<file path="config.mk">
export PLATFORM = sky130hd
export DESIGN_NAME = dff_rr_arbiter
export DESIGN_NICKNAME = d
export VERILOG_FILES = /design/src/rtl/dff_rr_arbiter.sv
export SDC_FILE = /design/constraint.sdc
export NUM_CORES = 1
export LEC_CHECK = 0
export BUFFER_PORTS_ARGS = -buffer_cell sky130_fd_sc_hd__buf_4
export CELL_PAD_IN_SITES_DETAIL_PLACEMENT = 1
export CELL_PAD_IN_SITES_GLOBAL_PLACEMENT = 2
export CORE_MARGIN = 3
export CORE_UTILIZATION = 24
export CTS_BUF_LIST = sky130_fd_sc_hd__clkbuf_4 sky130_fd_sc_hd__clkbuf_8
export CTS_CLUSTER_DIAMETER = 120
export CTS_CLUSTER_SIZE = 30
export DETAILED_ROUTE_END_ITERATION = 6
export PLACE_DENSITY = 0.77
export SYNTH_ARGS = -nofsm -noshare
export SYNTH_HDL_FRONTEND = slang
export SYNTH_SLANG_ARGS = --single-unit
</file>
<file path="constraint.sdc">
create_clock -name Clock -period 2.3 [get_ports Clock]
set_input_delay 0.575 -clock Clock [delete_from_list [all_inputs] [get_ports Clock]]
set_output_delay 0.575 -clock Clock [all_outputs]
set_load 0.02 [all_outputs]
</file>
<file path="src/rtl/dff_rr_arbiter.sv">
// -----------------------------------------------------------------------------
// dff_rr_arbiter
//
// Round-robin arbiter in front of one shared output register. Each cycle it
// picks one requester, starting the search at a rotating pointer, and loads
// that requester's word into the output register. The word is held with
// DataValid until the consumer takes it with DataReady. A consume and a new
// load can happen on the same edge, so a full register does not cause a bubble.
//
// Ports
//   Clock      in   rising-edge clock
//   Reset      in   asynchronous, active-high reset
//   Req        in   [N]        per-requester request, held until granted
//   DataIn     in   [N*WIDTH]  word of requester i at [i*WIDTH +: WIDTH]
//   Grant      out  [N]        one-hot; requester i is taken at this edge
//   DataOut    out  [WIDTH]    registered shared data word
//   DataValid  out             DataOut holds an unconsumed word
//   SrcId      out  [IDW]      requester that produced DataOut
//   DataReady  in              consumer takes DataOut this cycle
// -----------------------------------------------------------------------------
module dff_rr_arbiter #(
   parameter int N     = 4,
   parameter int WIDTH = 8,
   parameter int IDW   = $clog2(N)
) (
   input  logic                 Clock,
   input  logic                 Reset,
   input  logic [N-1:0]         Req,
   input  logic [N*WIDTH-1:0]   DataIn,
   output logic [N-1:0]         Grant,
   output logic [WIDTH-1:0]     DataOut,
   output logic                 DataValid,
   output logic [IDW-1:0]       SrcId,
   input  logic                 DataReady
);

   // EMPTY/FULL describes the output register.
   typedef enum logic {
      ST_EMPTY = 1'b0,
      ST_FULL  = 1'b1
   } state_t;

   state_t               state_reg, state_next;
   logic [IDW-1:0]       ptr_reg, ptr_next;
   logic [IDW-1:0]       src_reg;
   logic [WIDTH-1:0]     data_reg;
   logic [IDW-1:0]       winner;
   logic                 found;
   logic                 accept;
   logic [IDW:0]         cand_sum;
   logic [IDW-1:0]       cand;
   logic [WIDTH-1:0]     word [N];

   // Split the flat input bus into words and build the one-hot grant.
   for (genvar gi = 0; gi < N; gi++) begin : g_lane
      assign word[gi]  = DataIn[gi*WIDTH +: WIDTH];
      assign Grant[gi] = accept && (winner == IDW'(gi));
   end

   // Cyclic priority search: Ptr, Ptr+1, ..., N-1, 0, ..., Ptr-1.
   // The candidate index is formed one bit wider so the modulo-N wrap
   // works for any N, including non-powers of two.
   always_comb begin
      winner   = '0;
      found    = 1'b0;
      cand_sum = '0;
      cand     = '0;
      for (int k = 0; k < N; k++) begin
         cand_sum = {1'b0, ptr_reg} + (IDW+1)'(k);
         if (cand_sum >= (IDW+1)'(N)) begin
            cand_sum = cand_sum - (IDW+1)'(N);
         end
         cand = cand_sum[IDW-1:0];
         if (!found && Req[cand]) begin
            found  = 1'b1;
            winner = cand;
         end
      end
   end

   // A new word may be taken when the register is empty or is being
   // consumed this cycle. Reset blocks grants while it is asserted.
   assign accept = found && !Reset &&
                   ((state_reg == ST_EMPTY) || DataReady);

   always_comb begin
      state_next = state_reg;
      ptr_next   = ptr_reg;
      case (state_reg)
         ST_EMPTY: begin
            if (accept) begin
               state_next = ST_FULL;
            end
         end
         ST_FULL: begin
            if (accept) begin
               state_next = ST_FULL;
            end else if (DataReady) begin
               state_next = ST_EMPTY;
            end
         end
         default: state_next = ST_EMPTY;
      endcase
      if (accept) begin
         // Explicit wrap keeps the pointer inside 0..N-1 for any N.
         ptr_next = (winner == IDW'(N-1)) ? '0 : winner + IDW'(1);
      end
   end

   always_ff @(posedge Clock or posedge Reset) begin
      if (Reset) begin
         state_reg <= ST_EMPTY;
         ptr_reg   <= '0;
      end else begin
         state_reg <= state_next;
         ptr_reg   <= ptr_next;
      end
   end

   // Shared data stage: loads only on accept, otherwise holds its word
   // (also after the consumer drains it).
   always_ff @(posedge Clock or posedge Reset) begin
      if (Reset) begin
         data_reg <= '0;
         src_reg  <= '0;
      end else if (accept) begin
         data_reg <= word[winner];
         src_reg  <= winner;
      end
   end

   assign DataOut   = data_reg;
   assign SrcId     = src_reg;
   assign DataValid = (state_reg == ST_FULL);

endmodule

</file>
==> reports/results.txt, run 1 <==
Iter 0 DRT Violations - 8
Sequential share of the synthesized area - 37.4%
Gr usage total - 13.1%
#FFs+latches synth - 13
Syn avg cell area - 10.0 µm²
Worst setup EP type - primary output
Synth unique cells - 23
Largest net degree at the start of global routing - 14
# IOs - 54
Fmax - 433 MHz
Nets - 193
DP Area - 1330 µm²
Max-cap viol count - 0
Syn nets - 130
Switching power - 0.481 mW
Worst Tran Pin Value - 0.540 ns
Clock power share - 12.8%
Antenna violations before repair - 0
Crit share post-route - 101%
Final antenna-violating net count - 0
Area Overhead vs Synth - 66.0%
# setup viols final - 1
Min Tclk post-route - 2.31 ns
Final instance area - 1440 µm²
Clock slew seen by the registers of the worst setup and hold paths - 0.09 ns
Synth Warn # - 0
Top delay family on crit path - flip-flops
Die W - 66.2 µm
Peak fanout along the critical path - 6
Outcome - finished with violations
Clk sink count - 13
Top post-synthesis cells by area - dfrtp_1 37%, mux2i_1 20%, o221ai_1 8.1%, nand2_1 7.3%, ha_1 5.8%
Max clock buf depth - 2
Type of origin of the critical path - flop
Max stage delay on crit path - 0.44 ns
Peak supply drop - 0.287 mV
Clock root buffer - clkbuf_4
Drt first pass iters - 4
Die area - 4380 µm²
Violated checks - setup timing
Worst-Skew Late Latency - 0.27 ns
Total wire length - 2740 µm
DR WL/cell - 14.0 µm
WS Path Type - flop to primary output
Setup slack after layout - -0.0119 ns
Area leader, netlist - dfrtp_1
Fraction of layout cells with a size suffix above 1 - 53.0%
Max Slew Vio Count - 0
P per Cell Area - 843 nW/µm²
CTS Buf Count - 3
WP data required - 1.73 ns
Vias in the first global route - 1016
Final Hold Slack - 0.348 ns
Mapped cell area - 870 µm²
Synth Instances - 87
Core footprint - 3420 µm²
RSZ-0062 raised after global routing - true
Relative slew slack - 64.0%
Num rows - 21
Final-report hold violation count - 0
Hold Path Class - input port to asynchronous set/reset pin
CTS tree - built
Die height - 66.2 µm
Vias - 917
Cell Chain, Critical Path - mux2i_2, o22ai_2, nor2_8, inv_2, ha_2, and3_4, buf_6
DRC violations left - 0
Cell internal pwr - 0.737 mW
N_diodes - 0
IO buf count - 53
Slowest CP cell - dfrtp_2
Worst path arrival time - 1.74 ns
Sw Ratio - 39.5%
H-tree levels - 1
Placer Congestion - 0.665
Initial Utilization - 25.5%
Vias per cell - 4.70
Logic pwr share - 57.1%
Post-synth top area share - 37.4%
Sequential power share - 30.1%
DPL Wire Length - 2130 µm
LEAKAGE - 0.743 nW
CP bufs+invs - 2
Total global routing overflow - 0
First-pass GRT wire length - 4420 µm
Layout Skew - 0.00933 ns
Fillers - 400
Max reg flops - 8
Multi-input gate area - 553 µm²
FF/Latch Area - 327 µm²
metal layers:
metal	vias to the layer above	share of wire [%]	GRT usage, %
met5	-	0	0
met4	0	0.62	3.05
met3	2	8.6	4.76
met2	39	51	24.8
met1	435	39	13.6
li1	441	-	-
stage by stage:
stage | power, mW | setup slack [ns] | setup TNS (ns) | instances | utilization (%)
4_1_cts | 1.21 | -0.0183 | -0.0193 | 194 | 41.5
5_1_grt | 1.30 | -0.0721 | -0.244 | 195 | 42.3
2_1_floorplan | 0.758 | 0.0491 | 0 | 87 | -
3_5_place_dp | 1.00 | -0.0388 | -0.0551 | 187 | 38.9
3_3_place_gp | 0.987 | 0.0142 | 0 | 187 | 38.9
6_report | 1.22 | -0.0119 | -0.0119 | 195 | 42.3
kinds of logic (layout without fill, tap and decap cells):
kind of cell,after synthesis,after routing,share of synthesized area [%]
AOI/OAI and AO/OA,18,18,16.1
DFF,13,13,37.4
adders and majority gates,4,4,5.76
buffers and inverters,6,68,4.03
and+or+nand+nor,29,29,17.1
muxes,17,17,19.6
synthesized netlist by cell type (all sizes together):
library cell	instances
o21a	1
a21o	1
and3	4
a21oi	5
nor3	1
nand2b	3
buf	2
mux2i	17
dfrtp	13
o22ai	1
nor2	2
nand2	17
o221ai	8
o22a	1
and2	1
ha	4
inv	4
nor4	1
o21ai	1
final cells by class:
class,instances,share of cell area (%)
Timing Repair Buffer,60,32.0
Multi-Input combinational cell,68,38.3
Tap cell,46,3.99
Inverter,4,1.04
Sequential cell,13,22.6
Clock buffer,4,2.08
power groups by stage:
stage	logic, mW	registers (mW)	clock network, mW
detailed placement	0.633	0.371	0
finish	0.695	0.366	0.156
global route	0.755	0.379	0.171
floorplan	0.314	0.444	0
CTS	0.681	0.366	0.162
global placement	0.622	0.365	0
final timing paths:
| kind | slack, ns | endpoint | cells after the start | from |
|---|---|---|---|---|
| worst min-delay path | 0.35 | DataValid | 2 | Reset |
| worst max-delay path | -0.01 | Grant[2] | 7 | ptr_reg[1] |
| min in group Clock | 0.49 | SrcId[1] | 2 | SrcId[1] |
| worst min register to register | 0.49 | SrcId[1] | 2 | SrcId[1] |
| worst max register to register | 0.47 | DataOut[7] | 7 | ptr_reg[1] |
| max in group asynchronous | 1.57 | ptr_reg[1] | 2 | Reset |
what timing repair did:
action                                 in CTS  in global routing
pin swaps                                   6                  2
setup buffers                               3                  1
endpoints found under the hold margin       0                  0
cloned                                      0                  0
setup endpoints to repair                   4                  4
hold buffers                                0                  0
resized for setup                          11                  4
cells in the final DEF, fill, tap and decap left out, drive strengths merged, types with 2 or more instances in the layout:
cell type,n
buf,60
nand2,17
mux2i,17
dfrtp,13
o221ai,8
a21oi,5
clkbuf,4
and3,4
inv,4
ha,4
nand2b,3
nor2,2
(Power assumes the default switching activity.)
==> inputs of run 2 (changes only) <==
CORE_ASPECT_RATIO = 0.6   (was not set)
==> reports/results.txt, run 2 (synthesis gave the netlist of run 1 again) <==
Worst setup EP type - primary output (unchanged)
Peak supply drop - 0.369 mV (was 0.287 mV)
Gr usage total - 14.3% (was 13.1%)
RSZ-0062 raised after global routing - true (unchanged)
Max-cap viol count - 0 (unchanged)
Worst setup endpoint - Grant[1] (was Grant[2])
Die W - 83.7 µm (was 66.2 µm)
Max stage delay on crit path - 0.43 ns (was 0.44 ns)
Type of origin of the critical path - flop (unchanged)
Die area - 4410 µm² (was 4380 µm²)
Placer Congestion - 0.701 (was 0.665)
Violated checks - setup timing (unchanged)
IO buf count - 53 (unchanged)
Die height - 52.6 µm (was 66.2 µm)
Fin cells - 199 (was 195)
DR WL/cell - 15.5 µm (was 14.0 µm)
Commonest non-fill, non-tap cell in the layout - buf_4 (unchanged)
Layout Skew - 0.00710 ns (was 0.00933 ns)
Iter 0 DRT Violations - 19 (was 8)
Core footprint - 3360 µm² (was 3420 µm²)
Initial Utilization - 25.9% (was 25.5%)
WS Path Type - flop to primary output (unchanged)
H-tree levels - 1 (unchanged)
Fillers - 397 (was 400)
Largest net degree at the start of global routing - 14 (unchanged)
R2r setup slk - 0.41 ns (was 0.47 ns)
Peak fanout along the critical path - 5 (was 6)
First-pass GRT wire length - 4950 µm (was 4420 µm)
Worst Tran Pin Value - 0.524 ns (was 0.540 ns)
Total global routing overflow - 0 (unchanged)
Nets - 198 (was 193)
LEAKAGE - 0.777 nW (was 0.743 nW)
Crit share post-route - 101% (about the same)
Fraction of layout cells with a size suffix above 1 - 54.5% (was 53.0%)
Hold_buf cts - 0 (unchanged)
Relative slew slack - 65.0% (was 64.0%)
P per Cell Area - 903 nW/µm² (was 843 nW/µm²)
Outcome - finished with violations (unchanged)
Reg2reg path depth - 8 (was 7)
Vias in the first global route - 1010 (was 1016)
CTS tree - built (unchanged)
CTS Buf Count - 3 (unchanged)
Num rows - 16 (was 21)
DPL Wire Length - 2310 µm (was 2130 µm)
Clock root buffer - clkbuf_8 (was clkbuf_4)
DRC violations left - 0 (unchanged)
Min Tclk post-route - 2.33 ns (was 2.31 ns)
Setup slack after layout - -0.0299 ns (was -0.0119 ns)
Clk sink count - 13 (unchanged)
Slowest CP cell - dfrtp_2 (unchanged)
Cell Chain, Critical Path - mux2i_2, o22ai_4, nor2_8, buf_6, ha_4, and3_4, buf_6 (was mux2i_2, o22ai_2, nor2_8, inv_2, ha_2, and3_4, buf_6)
Pwr Total - 1.39 mW (was 1.22 mW)
Vias - 913 (was 917)
Most frequent CP cell - buf_6
# IOs - 54 (unchanged)
Final-report hold violation count - 0 (unchanged)
Critical path startpoint - ptr_reg[1] (unchanged)
Vias per cell - 4.59 (was 4.70)
Final antenna-violating net count - 0 (unchanged)
DP Cell Count - 187 (unchanged)
Clock slew seen by the registers of the worst setup and hold paths - 0.06 ns (was 0.09 ns)
Drt first pass iters - 3 (was 4)
Most frequent cells in the layout - 59 x buf_4, 17 x nand2_1, 16 x mux2i_1 (was 57 x buf_4, 17 x nand2_1, 16 x mux2i_1)
Max clock buf depth - 2 (unchanged)
Reg-to-Reg Start - ptr_reg[1] (unchanged)
Max reg flops - 8 (unchanged)
Crit Reg-Reg Endpoint - DataOut[5] (was DataOut[7])
Worst path arrival time - 1.75 ns (was 1.74 ns)
WP data required - 1.73 ns (about the same)
Hold Path Class - input port to asynchronous set/reset pin (unchanged)
Total wire length - 3080 µm (was 2740 µm)
Area Overhead vs Synth - 76.5% (was 66.0%)
N_diodes - 0 (unchanged)
Worst-Skew Late Latency - 0.25 ns (was 0.27 ns)
Max Slew Vio Count - 0 (unchanged)
# setup viols final - 4 (was 1)
Setup WS pre-CTS - -0.0382 ns (was -0.0388 ns)
Antenna violations before repair - 0 (unchanged)
Util after Layout - 45.6% (was 42.3%)
Fin Setup TNS - -0.0716 ns (was -0.0119 ns)
Fmax - 429 MHz (was 433 MHz)
run 2: changes by cell type in the layout (fill, tap and decap cells not counted), sizes merged:
| cell | previous run | this run |
|---|---|---|
| buf | 60 | 65 |
| clkbuf | 4 | 3 |
| clkinv | 0 | 1 |
run 2: cell type report:
type,count,area (µm²),share of cell area (%)
clock inverter,1,5.00,0.326
multi-input combinational,68,576,37.5
sequential,13,327,21.3
tap,45,56.3,3.67
inverter,4,20.0,1.30
clock buffer,3,41.3,2.69
timing repair buffer,65,510,33.3
run 2: worst min path at each step:
stage | start | end | slack (ns) | cells after the start
2_1_floorplan | Reset | DataOut[0] | 0.45 | 1
3_3_place_gp | DataOut[4] | DataOut[4] | 0.48 | 2
3_5_place_dp | DataOut[3] | DataOut[3] | 0.48 | 2
4_1_cts | Reset | DataValid | 0.39 | 2
5_1_grt | Reset | DataValid | 0.41 | 2
6_report | Reset | DataValid | 0.37 | 2
run 2: critical path, delay by kind of cell (launching register included):
family / cells / cell delay [ns]
flip-flops: 1 / 0.43
AND/OR/NAND/NOR: 2 / 0.33
multiplexers: 1 / 0.28
buffers and inverters: 2 / 0.23
AO/OA/AOI/OAI: 1 / 0.13
adder cells (fa/ha/maj): 1 / 0.11
run 2: layer usage:
metal | part of all wire (%) | GRT usage [%]
met3 | 7.8 | 5.65
met4 | 0 | 1.60
met1 | 42 | 17.5
met2 | 50 | 24.8
met5 | 0 | 0
run 2: timing repair:
item	4_1_cts	5_1_grt
resized for setup	14	9
endpoints found under the hold margin	0	0
pin swaps	7	2
endpoints found under the setup margin	4	4
setup buffers	3	5
run 2: per-stage QoR:
step | area, µm² | hold WS [ns]
5_1_grt | 1540 | 0.414
6_report | 1540 | 0.374
3_5_place_dp | 1330 | 0.479
3_3_place_gp | 1330 | 0.477
2_1_floorplan | 870 | 0.452
4_1_cts | 1470 | 0.394
run 2: power by group:
group	total, mW	switching, mW	internal (mW)
registers	0.373	0.0617	0.311
logic	0.800	0.398	0.403
clock network	0.213	0.0928	0.120
==> inputs of run 3 (changes only) <==
==> constraint.sdc (replaced) <==
create_clock -name Clock -period 2.3 [get_ports Clock]
set_input_delay 0.115 -clock Clock [delete_from_list [all_inputs] [get_ports Clock]]
set_output_delay 0.115 -clock Clock [all_outputs]
set_load 0.02 [all_outputs]
==> reports/results.txt, run 3 (synthesis gave the netlist of run 1 again) <==
Max Slew Vio Count - 0 (unchanged)
Outcome - complete, no violations (was finished with violations)
CTS tree - built (unchanged)
DR WL/cell - 15.3 µm (was 15.5 µm)
Worst setup EP type - primary output (unchanged)
RSZ-0062 raised after global routing - false (was true)
R2r setup slk - 0.37 ns (was 0.41 ns)
Max clock buf depth - 2 (unchanged)
Critical path startpoint - ptr_reg[1] (unchanged)
Clk sink count - 13 (unchanged)
Placer Congestion - 0.789 (was 0.701)
Peak supply drop - 0.298 mV (was 0.369 mV)
N_diodes - 0 (unchanged)
DRC violations left - 0 (unchanged)
Num rows - 16 (unchanged)
Hold Path End - DataValid
Drt first pass iters - 2 (was 3)
Util after Layout - 40.9% (was 45.6%)
Hold Path Class - input port to flop (was input port to asynchronous set/reset pin)
Max reg flops - 8 (unchanged)
Multi-input gate area - 509 µm² (was 576 µm²)
Fraction of layout cells with a size suffix above 1 - 43.4% (was 54.5%)
Fin Setup TNS - 0 ns (was -0.0716 ns)
Iter 0 DRT Violations - 10 (was 19)
Die area - 4410 µm² (unchanged)
DP Cell Count - 185 (was 187)
HP Start - Req[2]
Reg2reg path depth - 6 (was 8)
Area Overhead vs Synth - 58.1% (was 76.5%)
# setup viols final - 0 (was 4)
Peak fanout along the critical path - 13 (was 5)
Final antenna-violating net count - 0 (unchanged)
Type of origin of the critical path - flop (unchanged)
WS Path Type - flop to primary output (unchanged)
Reg-to-Reg Start - ptr_reg[1] (unchanged)
Gr usage total - 13.7% (was 14.3%)
Die height - 52.6 µm (unchanged)
Nets - 189 (was 198)
Clock root buffer - clkbuf_8 (unchanged)
Max stage delay on crit path - 0.44 ns (was 0.43 ns)
Total wire length - 2920 µm (was 3080 µm)
Fmax - 471 MHz (was 429 MHz)
Top delay family on crit path - flip-flops (unchanged)
Max-cap viol count - 0 (unchanged)
P per Cell Area - 880 nW/µm² (was 903 nW/µm²)
CP bufs+invs - 2 (unchanged)
Slowest CP cell - dfrtp_1 (was dfrtp_2)
Min Tclk post-route - 2.12 ns (was 2.33 ns)
Total global routing overflow - 0 (unchanged)
CTS Buf Count - 3 (unchanged)
Crit share post-route - 92.2% (was 101%)
# IOs - 54 (unchanged)
Vias - 890 (was 913)
Worst Tran Pin Value - 0.567 ns (was 0.524 ns)
H-tree levels - 1 (unchanged)
Core footprint - 3360 µm² (unchanged)
Vias in the first global route - 937 (was 1010)
Die W - 83.7 µm (unchanged)
Hold_buf cts - 1 (was 0)
Relative slew slack - 62.2% (was 65.0%)
Largest net degree at the start of global routing - 14 (unchanged)
Most frequent cells in the layout - 55 x buf_4, 17 x nand2_1, 17 x mux2i_1 (was 59 x buf_4, 17 x nand2_1, 16 x mux2i_1)
Crit Reg-Reg Endpoint - DataOut[1] (was DataOut[5])
Antenna violations before repair - 0 (unchanged)
LEAKAGE - 0.734 nW (was 0.777 nW)
FF/Latch Area - 325 µm² (was 327 µm²)
Initial Utilization - 25.9% (unchanged)
Worst-Skew Late Latency - 0.25 ns (about the same)
WP data required - 2.18 ns (was 1.73 ns)
Final-report hold violation count - 0 (unchanged)
IO buf count - 53 (unchanged)
Vias per cell - 4.68 (was 4.59)
Fin cells - 190 (was 199)
Layout Skew - 0.00244 ns (was 0.00710 ns)
Worst hold path depth - 3
Gates resized, CTS repair - 0 (was 14)
Fillers - 405 (was 397)
First-pass GRT wire length - 4600 µm (was 4950 µm)
Cell Chain, Critical Path - mux2i_1, o22ai_2, nor2_8, inv_2, ha_1, and3_1, buf_4 (was mux2i_2, o22ai_4, nor2_8, buf_6, ha_4, and3_4, buf_6)
Worst path arrival time - 2.01 ns (was 1.75 ns)
DPL Wire Length - 2340 µm (was 2310 µm)
Clock slew seen by the registers of the worst setup and hold paths - 0.06 ns (about the same)
Postcts setup bufs - 0 (was 3)
Commonest non-fill, non-tap cell in the layout - buf_4 (unchanged)
[run 3: changes by cell type in the layout (fill, tap and decap cells not counted), sizes merged]
| cell | delta |
|---|---|
| buf | -10 |
| dlygate4sd3 | +1 |
[run 3: worst min-delay path, delay by kind of cell]
family / cells / cell delay (ns)
buffers and inverters: 1 / 0.10
AOI/OAI and AO/OA: 1 / 0.13
and+or+nand+nor: 1 / 0.05
[run 3: metal layers]
metal | track usage, % | routed length [µm] | part of all wire [%]
met1 | 17.1 | 1350 | 46
met2 | 22.2 | 1310 | 45
met3 | 5.81 | 239 | 8.2
met4 | 3.21 | 10 | 0.34
met5 | 0 | 0 | 0
[run 3: stage by stage]
stage	setup slack, ns	hold slack, ns	instance area (µm²)	total power [mW]
floorplan	0.617	-0.00804	870	0.758
global placement	0.549	0.218	1320	0.986
detailed placement	0.357	0.224	1320	1.00
CTS	0.158	0.184	1380	1.23
global route	0.0883	0.200	1380	1.30
finish	0.179	0.188	1380	1.21
[run 3: final cells by class]
| type | count | area share [%] |
|---|---|---|
| Multi-Input combinational cell | 68 | 37.0 |
| Timing Repair Buffer | 56 | 30.8 |
| Clock buffer | 3 | 3.00 |
| Inverter | 4 | 1.09 |
| Tap cell | 45 | 4.09 |
| Sequential cell | 13 | 23.7 |
| Clock inverter | 1 | 0.364 |
[run 3: worst max-delay path by stage]
stage,endpoint,slack [ns],cells past startpoint
after floorplan,Grant[0],0.62,7
final,Grant[0],0.18,7
after CTS,Grant[2],0.16,7
after detailed placement,DataOut[6],0.36,6
after global placement,DataOut[1],0.55,6
after global routing,Grant[0],0.09,7
[run 3: report_power, final]
part           internal [mW]  switching, mW  total (mW)  leakage (nW)
sequential             0.309         0.0557       0.365         0.158
combinational          0.293          0.336       0.629         0.551
clock                  0.120         0.0960       0.216        0.0255
total                  0.722          0.488        1.21         0.734
